<file path="src/rtl/pc_gen.sv">
// pc_gen: fetch-stage program counter for the MIPS pipeline.
// Holds the fetch PC and advances it by INC whenever fetch can advance. Redirect
// sources, highest priority first: exception entry, ERET return, branch target.
// A branch that resolves while fetch is blocked is held and applied on the first
// edge where fetch can advance again.
//
// Ports:
//   clk, rst     clock and asynchronous active-high reset
//   stall        hazard-unit hold; blocks sequential advance and branch redirect
//   fetch_ready  instruction memory accepts the current pc this cycle
//   exc_req      exception taken; redirects to EXC_VEC even while stalled
//   eret_req     ERET retiring; redirects to epc even while stalled
//   epc          ERET return address
//   br_req       branch/jump resolved taken
//   br_target    branch/jump target address
//   pc           current fetch PC (registered)
//   pc_adel      fetch address misaligned (combinational from pc)
//   br_pending   a branch target is held awaiting advance (registered)
//   redirect     one-cycle pulse: pc was loaded by a redirect on the last edge
module pc_gen #(
    parameter int unsigned       WIDTH     = 32,
    parameter logic [WIDTH-1:0]  RESET_VEC = 32'hbfc00000,
    parameter logic [WIDTH-1:0]  EXC_VEC   = 32'hbfc00380,
    parameter int unsigned       INC       = 4
) (
    input  logic             clk,
    input  logic             rst,
    input  logic             stall,
    input  logic             fetch_ready,
    input  logic             exc_req,
    input  logic             eret_req,
    input  logic [WIDTH-1:0] epc,
    input  logic             br_req,
    input  logic [WIDTH-1:0] br_target,
    output logic [WIDTH-1:0] pc,
    output logic             pc_adel,
    output logic             br_pending,
    output logic             redirect
);

    logic [WIDTH-1:0] pc_q,         pc_d;
    logic [WIDTH-1:0] br_hold_q,    br_hold_d;
    logic             br_pending_q, br_pending_d;
    logic             redirect_q,   redirect_d;
    logic             advance_c;

    assign advance_c = !stall && fetch_ready;

    // Next-state selection in redirect priority order.
    always_comb begin
        pc_d         = pc_q;
        br_hold_d    = br_hold_q;
        br_pending_d = br_pending_q;
        redirect_d   = 1'b0;

        if (exc_req) begin
            // Exception wins over ERET and any branch, stalled or not.
            pc_d         = EXC_VEC;
            br_pending_d = 1'b0;
            redirect_d   = 1'b1;
        end else if (eret_req) begin
            pc_d         = epc;
            br_pending_d = 1'b0;
            redirect_d   = 1'b1;
        end else if (advance_c && (br_req || br_pending_q)) begin
            // A fresh branch is newer than any held target.
            pc_d         = br_req ? br_target : br_hold_q;
            br_pending_d = 1'b0;
            redirect_d   = 1'b1;
        end else if (advance_c) begin
            // Sequential fetch wraps modulo 2^WIDTH.
            pc_d = pc_q + WIDTH'(INC);
        end else if (br_req) begin
            // Fetch blocked: hold the newest branch target until advance.
            br_pending_d = 1'b1;
            br_hold_d    = br_target;
        end
    end

    // State registers.
    always_ff @(posedge clk or posedge rst) begin
        if (rst) begin
            pc_q         <= RESET_VEC;
            br_hold_q    <= '0;
            br_pending_q <= 1'b0;
            redirect_q   <= 1'b0;
        end else begin
            pc_q         <= pc_d;
            br_hold_q    <= br_hold_d;
            br_pending_q <= br_pending_d;
            redirect_q   <= redirect_d;
        end
    end

    assign pc         = pc_q;
    assign pc_adel    = |pc_q[1:0];
    assign br_pending = br_pending_q;
    assign redirect   = redirect_q;

endmodule

</file>
<file path="config.mk">
export PLATFORM = sky130hd
export DESIGN_NAME = pc_gen
export DESIGN_NICKNAME = d
export VERILOG_FILES = /design/src/rtl/pc_gen.sv
export SDC_FILE = /design/constraint.sdc
export NUM_CORES = 1
export LEC_CHECK = 0
export CAP_MARGIN = 20
export CORE_MARGIN = 2
export CORE_UTILIZATION = 40
export CTS_CLUSTER_SIZE = 25
export DETAILED_ROUTE_END_ITERATION = 7
export HOLD_SLACK_MARGIN = 0.02
export PLACE_DENSITY = 0.74
export SYNTH_ARGS = -nofsm -noshare
export SYNTH_HDL_FRONTEND = slang
export SYNTH_SLANG_ARGS = --single-unit
</file>
<file path="constraint.sdc">
create_clock -name clk -period 1.8 [get_ports clk]
set_clock_uncertainty 0.05 [all_clocks]
set_input_delay 0.27 -clock clk [delete_from_list [all_inputs] [get_ports clk]]
set_output_delay 0.27 -clock clk [all_outputs]
set_load 0.02 [all_outputs]
</file>
# After elaboration in Yosys (flattened, before gate mapping)
# Index checks and enable logic that the tools add are counted.
totals:
  regBits: 66
  latchBits: 0
  ramBits: 0
  rom_bits: 0
  output_inout_bits: 35
  elab_cells: 32
  n_memories: 0
op_classes:
  addsub: 1
  mul: 0
  div_mod_pow: 0
  n_lt_le_gt_ge: 0
  n_eq_ne: 1
  shift: 0
  mux: 13
  bitwise: 4
  n_reduce_logical: 9
ops:
  columns: ["op", "n"]
  rows:
  - ["32-bit two-way mux", 5]
  - ["32-bit by 3-bit adder with 32-bit output, second input constant", 1]
  - ["1-bit two-way mux", 8]
  - ["4-bit nonzero test", 2]
  - ["4-bit by 3-bit inequality test with 1-bit output, second input constant", 1]
  - ["1-bit NOT", 4]
  - ["4-bit AND reduction", 1]
  - ["1-bit logical AND", 2]
  - ["2-bit AND reduction", 1]
  - ["2-bit OR reduction", 1]
  - ["1-bit zero test", 1]
  - ["1-bit logical OR", 1]

# Longest topological paths before layout
logic_depth:
  depth_word: 6
  ltp_mapped: 7
  mapped_depth_nobuf: 6

# Worst setup path after synthesis
# OpenSTA, ideal clock, no wires.
synth_path:
  path_kind: "reg2reg"
  startpoint: "reg pc_q[2], in the netlist pc[2]"
  endpoint: "reg pc_q[18], in the netlist pc[18]"
  setup_time_ps: 101
  arrival_time_ps: 1886
  setup_slack_ps: -236
  path_stages_with_launch: 7
  cell_sequence: "dfrtp_1 -> ha_1 -> nand2_1 -> nor4_4 -> nand4_1 -> xor2_1 -> o32ai_1"
synth_between:
  elab_chain_len: 5
synth_lines:
  columns: ["item", "line_no", "rtl"]
  rows:
  - ["from (decl)", "41", "logic [WIDTH-1:0] pc_q, pc_d;"]
  - ["from (signal assigned)", "88", "pc_q <= pc_d;"]
  - ["32-bit by 3-bit adder with 32-bit output", "72", "pc_d = pc_q + WIDTH'(INC);"]
  - ["32-bit two-way mux", "70", "end else if (advance_c) begin"]
  - ["32-bit two-way mux", "65", "end else if (advance_c && (br_req || br_pending_q)) begin"]
  - ["32-bit two-way mux", "61", "end else if (eret_req) begin"]
  - ["32-bit two-way mux", "56", "if (exc_req) begin"]
# No other way between the ends. The select of a mux whose other input is x is not followed.
# A chain may end at the register's enable or synchronous reset.

# Worst setup path in the final report
layout_path:
  startpoint: "reg pc_q[18], in the netlist pc[18]"
  endpoint: "reg pc_q[21], in the netlist pc[21]"
# The elaborated chain is that of the path after synthesis.

==> metrics.md <==
| Metric | Value |
|---|---|
| Yosys warns | 0 |
| Total global routing overflow | 0 |
| Synth async-reset ratio | 100.0% |
| Number of port buffers | 105 |
| Max layer used | met4 |
| DPL Wire Length | 10790 um |
| Met2 WL | 6652 um |
| Antenna cells | 0 |
| Die height | 105.0 um |
| Startpoint types | flip-flop |
| Routed wire length | 14520 um |
| DR DRC count | 0 |
| Critical Path RT | 2.02 ns |
| Setup Viol. Count Final | 0 |
| Metal-1 WL | 6524 um |
| Via count | 4378 |
| Crit end category | flip-flop |
| CTS tree | built |
| Layout cell share with drive strength beyond 1 | 30.00% |
| Clk buf depth | 2 |
| Setup TNS | 0 ns |
| Clk slew on worst S/H paths | 0.09 ns |
| Final #Nets | 697 |
| Int Power | 3278 uW |
| Worst Path Class, Setup | flip-flop to flip-flop |
| # Max-Cap Violations | 0 |
| Synthesized instance count | 442 |
| Post-synth top flop | dfrtp_1 |
| Starting Density | 41.58% |
| Placer Congestion | 0.9351 |
| Initial DRC Count | 282 |
| Critical path data arrival time | 1.98 ns |
| Die area | 0.01103 mm^2 |
| Fin. max-slew vios | 0 |
| Maximum vdd drop | 0.3697 mV |
| Power, Total | 4636 uW |
| Metal3 WL | 1027 um |
| Worst-Skew Late Latency | 0.36 ns |
| WHS | 0.2869 ns |
| PD cells | 733.9 mW/mm^2 |
| Yosys top cell by area | dfrtp_1 |
| Logic pwr share | 26.5% |
| Status | finished clean |
| Switching part of the total power | 29.31% |
| CP max stage cell | dfrtp_1 |
| WL/cell | 19.03 um |
| Seq/Total Area, Yosys | 40.73% |
| Worst hold path type | primary input to async pin |
| Site Rows | 36 |
| Root Driver | clkbuf_8 |
| Final Hold Fails | 0 |
| Top cell type's share of synthesized area | 34.94% |
| Slowest stage delay, CP | 0.47 ns |
| CTS buffer count | 9 |
| Multi-input logic area | 0.002341 mm^2 |
| Vias in the first global route | 4401 |
| Crit path time final | 1.761 ns |
| Mapped Avg Cell Area | 9.237 um^2 |
| Die W | 105.0 um |
| Slew headroom | 75.43% |
| Final core occ | 64.33% |
| FMAX | 567.8 MHz |
| Syn nets | 514 |
| CTS sink cnt | 66 |
| I/O pin count | 106 |
| Clock power share | 33.7% |
| Fillers | 827 |
| Leak Pwr | 0.002754 uW |
| Global-route wire length before repair | 22990 um |
| Cts hold-fix bufs | 0 |
| DR vias/cell | 5.738 |
| Synth Cell Area | 0.004083 mm^2 |
| #FFs+latches synth | 66 |
| Fin crit share | 97.85% |
| Register area | 0.001669 mm^2 |
| GRT Overall Usage | 26.55% |
| Yosys cell types | 59 |
| Top post-synthesis cells by area | dfrtp_1 35%, mux2_2 8.3%, dfstp_2 5.8% |
| DR pass1 iterations | 5 |
| Area growth from synthesis to layout | 54.73% |
| Sequential fraction of design power | 39.8% |
| Pin count of the biggest net entering global routing | 67 |
| CP max FO | 5 |
| Area of the core | 0.009819 mm^2 |
| Switch Pwr | 1359 uW |
| Antenna viol nets, final | 0 |
| Tightest Pin Transition | 0.3686 ns |
| Most common cell in the netlist | dfrtp_1 |
| Worst path cell trace | nand4_1 -> nor4_2 -> buf_4 -> and4b_1 -> o31ai_2 -> o211ai_1 |
| H-tree depth | 3 |
| EDFF count, synth | 0 |
| Initial antenna violation count | 0 |
| RSZ-0062 raised after global routing | yes |
| Top post-synthesis cells by count | 57 x dfrtp_1, 47 x nand2_1, 34 x nor2_1 |
-- routing by layer --
metal  global-route usage (%)  vias to the layer above
met5                        0                        -
met4                    8.381                        0
met3                    5.926                       28
met2                    41.05                      180
met1                    36.94                     2142
li1                         -                     2028
-- power groups by stage --
stage	sequential (uW)	combinational [uW]	clock [uW]
2_1_floorplan	1940	510	0
3_3_place_gp	1860	1170	0
3_5_place_dp	1870	1200	0
4_1_cts	1840	1190	1570
5_1_grt	1870	1320	1630
6_report	1850	1230	1560
-- worst max-delay path: cells and delay by family, from the launching register on --
| family | cells | cell delay, ns |
|---|---|---|
| AO/OA/AOI/OAI | 2 | 0.24 |
| buffers and inverters | 1 | 0.17 |
| flip-flops | 1 | 0.47 |
| AND/OR/NAND/NOR | 3 | 0.75 |
-- stage by stage --
step                setup slack, ns  std cells  cell area, um^2
finish                      0.03872        763             6317
global route               -0.03922        763             6317
CTS                        0.001041        758             6116
detailed placement          -0.3242        740             5876
global placement            -0.2478        740             5876
floorplan                  -0.03030        442             4106
-- flip-flops by register name, summed over array words and instances (netlist names) --
register    cells
br_pending      1
br_hold_q      32
pc             32
redirect        1
-- layout make-up --
type	instances	area share (%)
Clock buffer	9	1.961
Tap cell	133	2.634
Timing Repair Buffer	201	29.49
Inverter	9	0.5942
Multi-Input combinational cell	338	37.06
Sequential cell	66	26.42
Clock inverter	7	1.842
-- cell families (layout without fill, tap and decap cells) --
group	after synthesis	in the layout	synth area share, %
simple gates	155	155	19.71
compound gates	127	127	20.66
flops	66	66	40.73
mux	42	42	11.22
buf+inv	38	226	4.597
xor+xnor	13	13	2.789
fa+ha+maj	1	1	0.3064
-- timing repair --
| item | in CTS | in global routing |
|---|---|---|
| pin swaps | 0 | 11 |
| gates resized for setup | 18 | 37 |
| endpoints found under the setup margin | 19 | 46 |
| cloned | 0 | 1 |
| endpoints found under the hold margin | 0 | 0 |
| buffers inserted | 2 | 4 |
-- path summary, 6_finish.rpt --
| path | start | end | slack (ns) | cells after the start |
|---|---|---|---|---|
| worst max-delay path | pc[18]$_DFFE_PP0N_ | pc[21]$_DFFE_PP0N_ | 0.04 | 6 |
| worst min-delay path | rst | br_hold_q[11]$_DFFE_PP0P_ | 0.29 | 3 |
| worst max register to register | pc[18]$_DFFE_PP0N_ | pc[21]$_DFFE_PP0N_ | 0.04 | 6 |
| worst min register to register | br_hold_q[16]$_DFFE_PP0P_ | br_hold_q[16]$_DFFE_PP0P_ | 0.46 | 1 |
| max in group asynchronous | rst | pc[22]$_DFFE_PP1N_ | 1.06 | 3 |
| min in group clk | epc[1] | pc[1]$_DFFE_PP0P_ | 0.42 | 3 |
-- cells in the final DEF (no fill, tap or decap), types with 4 or more instances in the layout --
master	count
buf_12	4
clkdlybuf4s50_1	79
dfrtp_1	52
dlymetal6s2s_1	10
a211oi_1	7
nor2_1	33
inv_1	7
buf_6	5
nand2_1	44
xor2_1	11
dlygate4sd2_1	16
dfstp_2	9
mux2i_1	12
mux2_2	30
a22oi_1	5
nand4_1	11
buf_4	86
nor3_1	9
nand3_1	12
dfrtp_2	5
clkbuf_8	9
o22ai_1	7
o21ai_0	23
a221oi_1	7
o211ai_1	6
a21oi_1	33
and3_1	9
(Power assumes the default switching activity.)
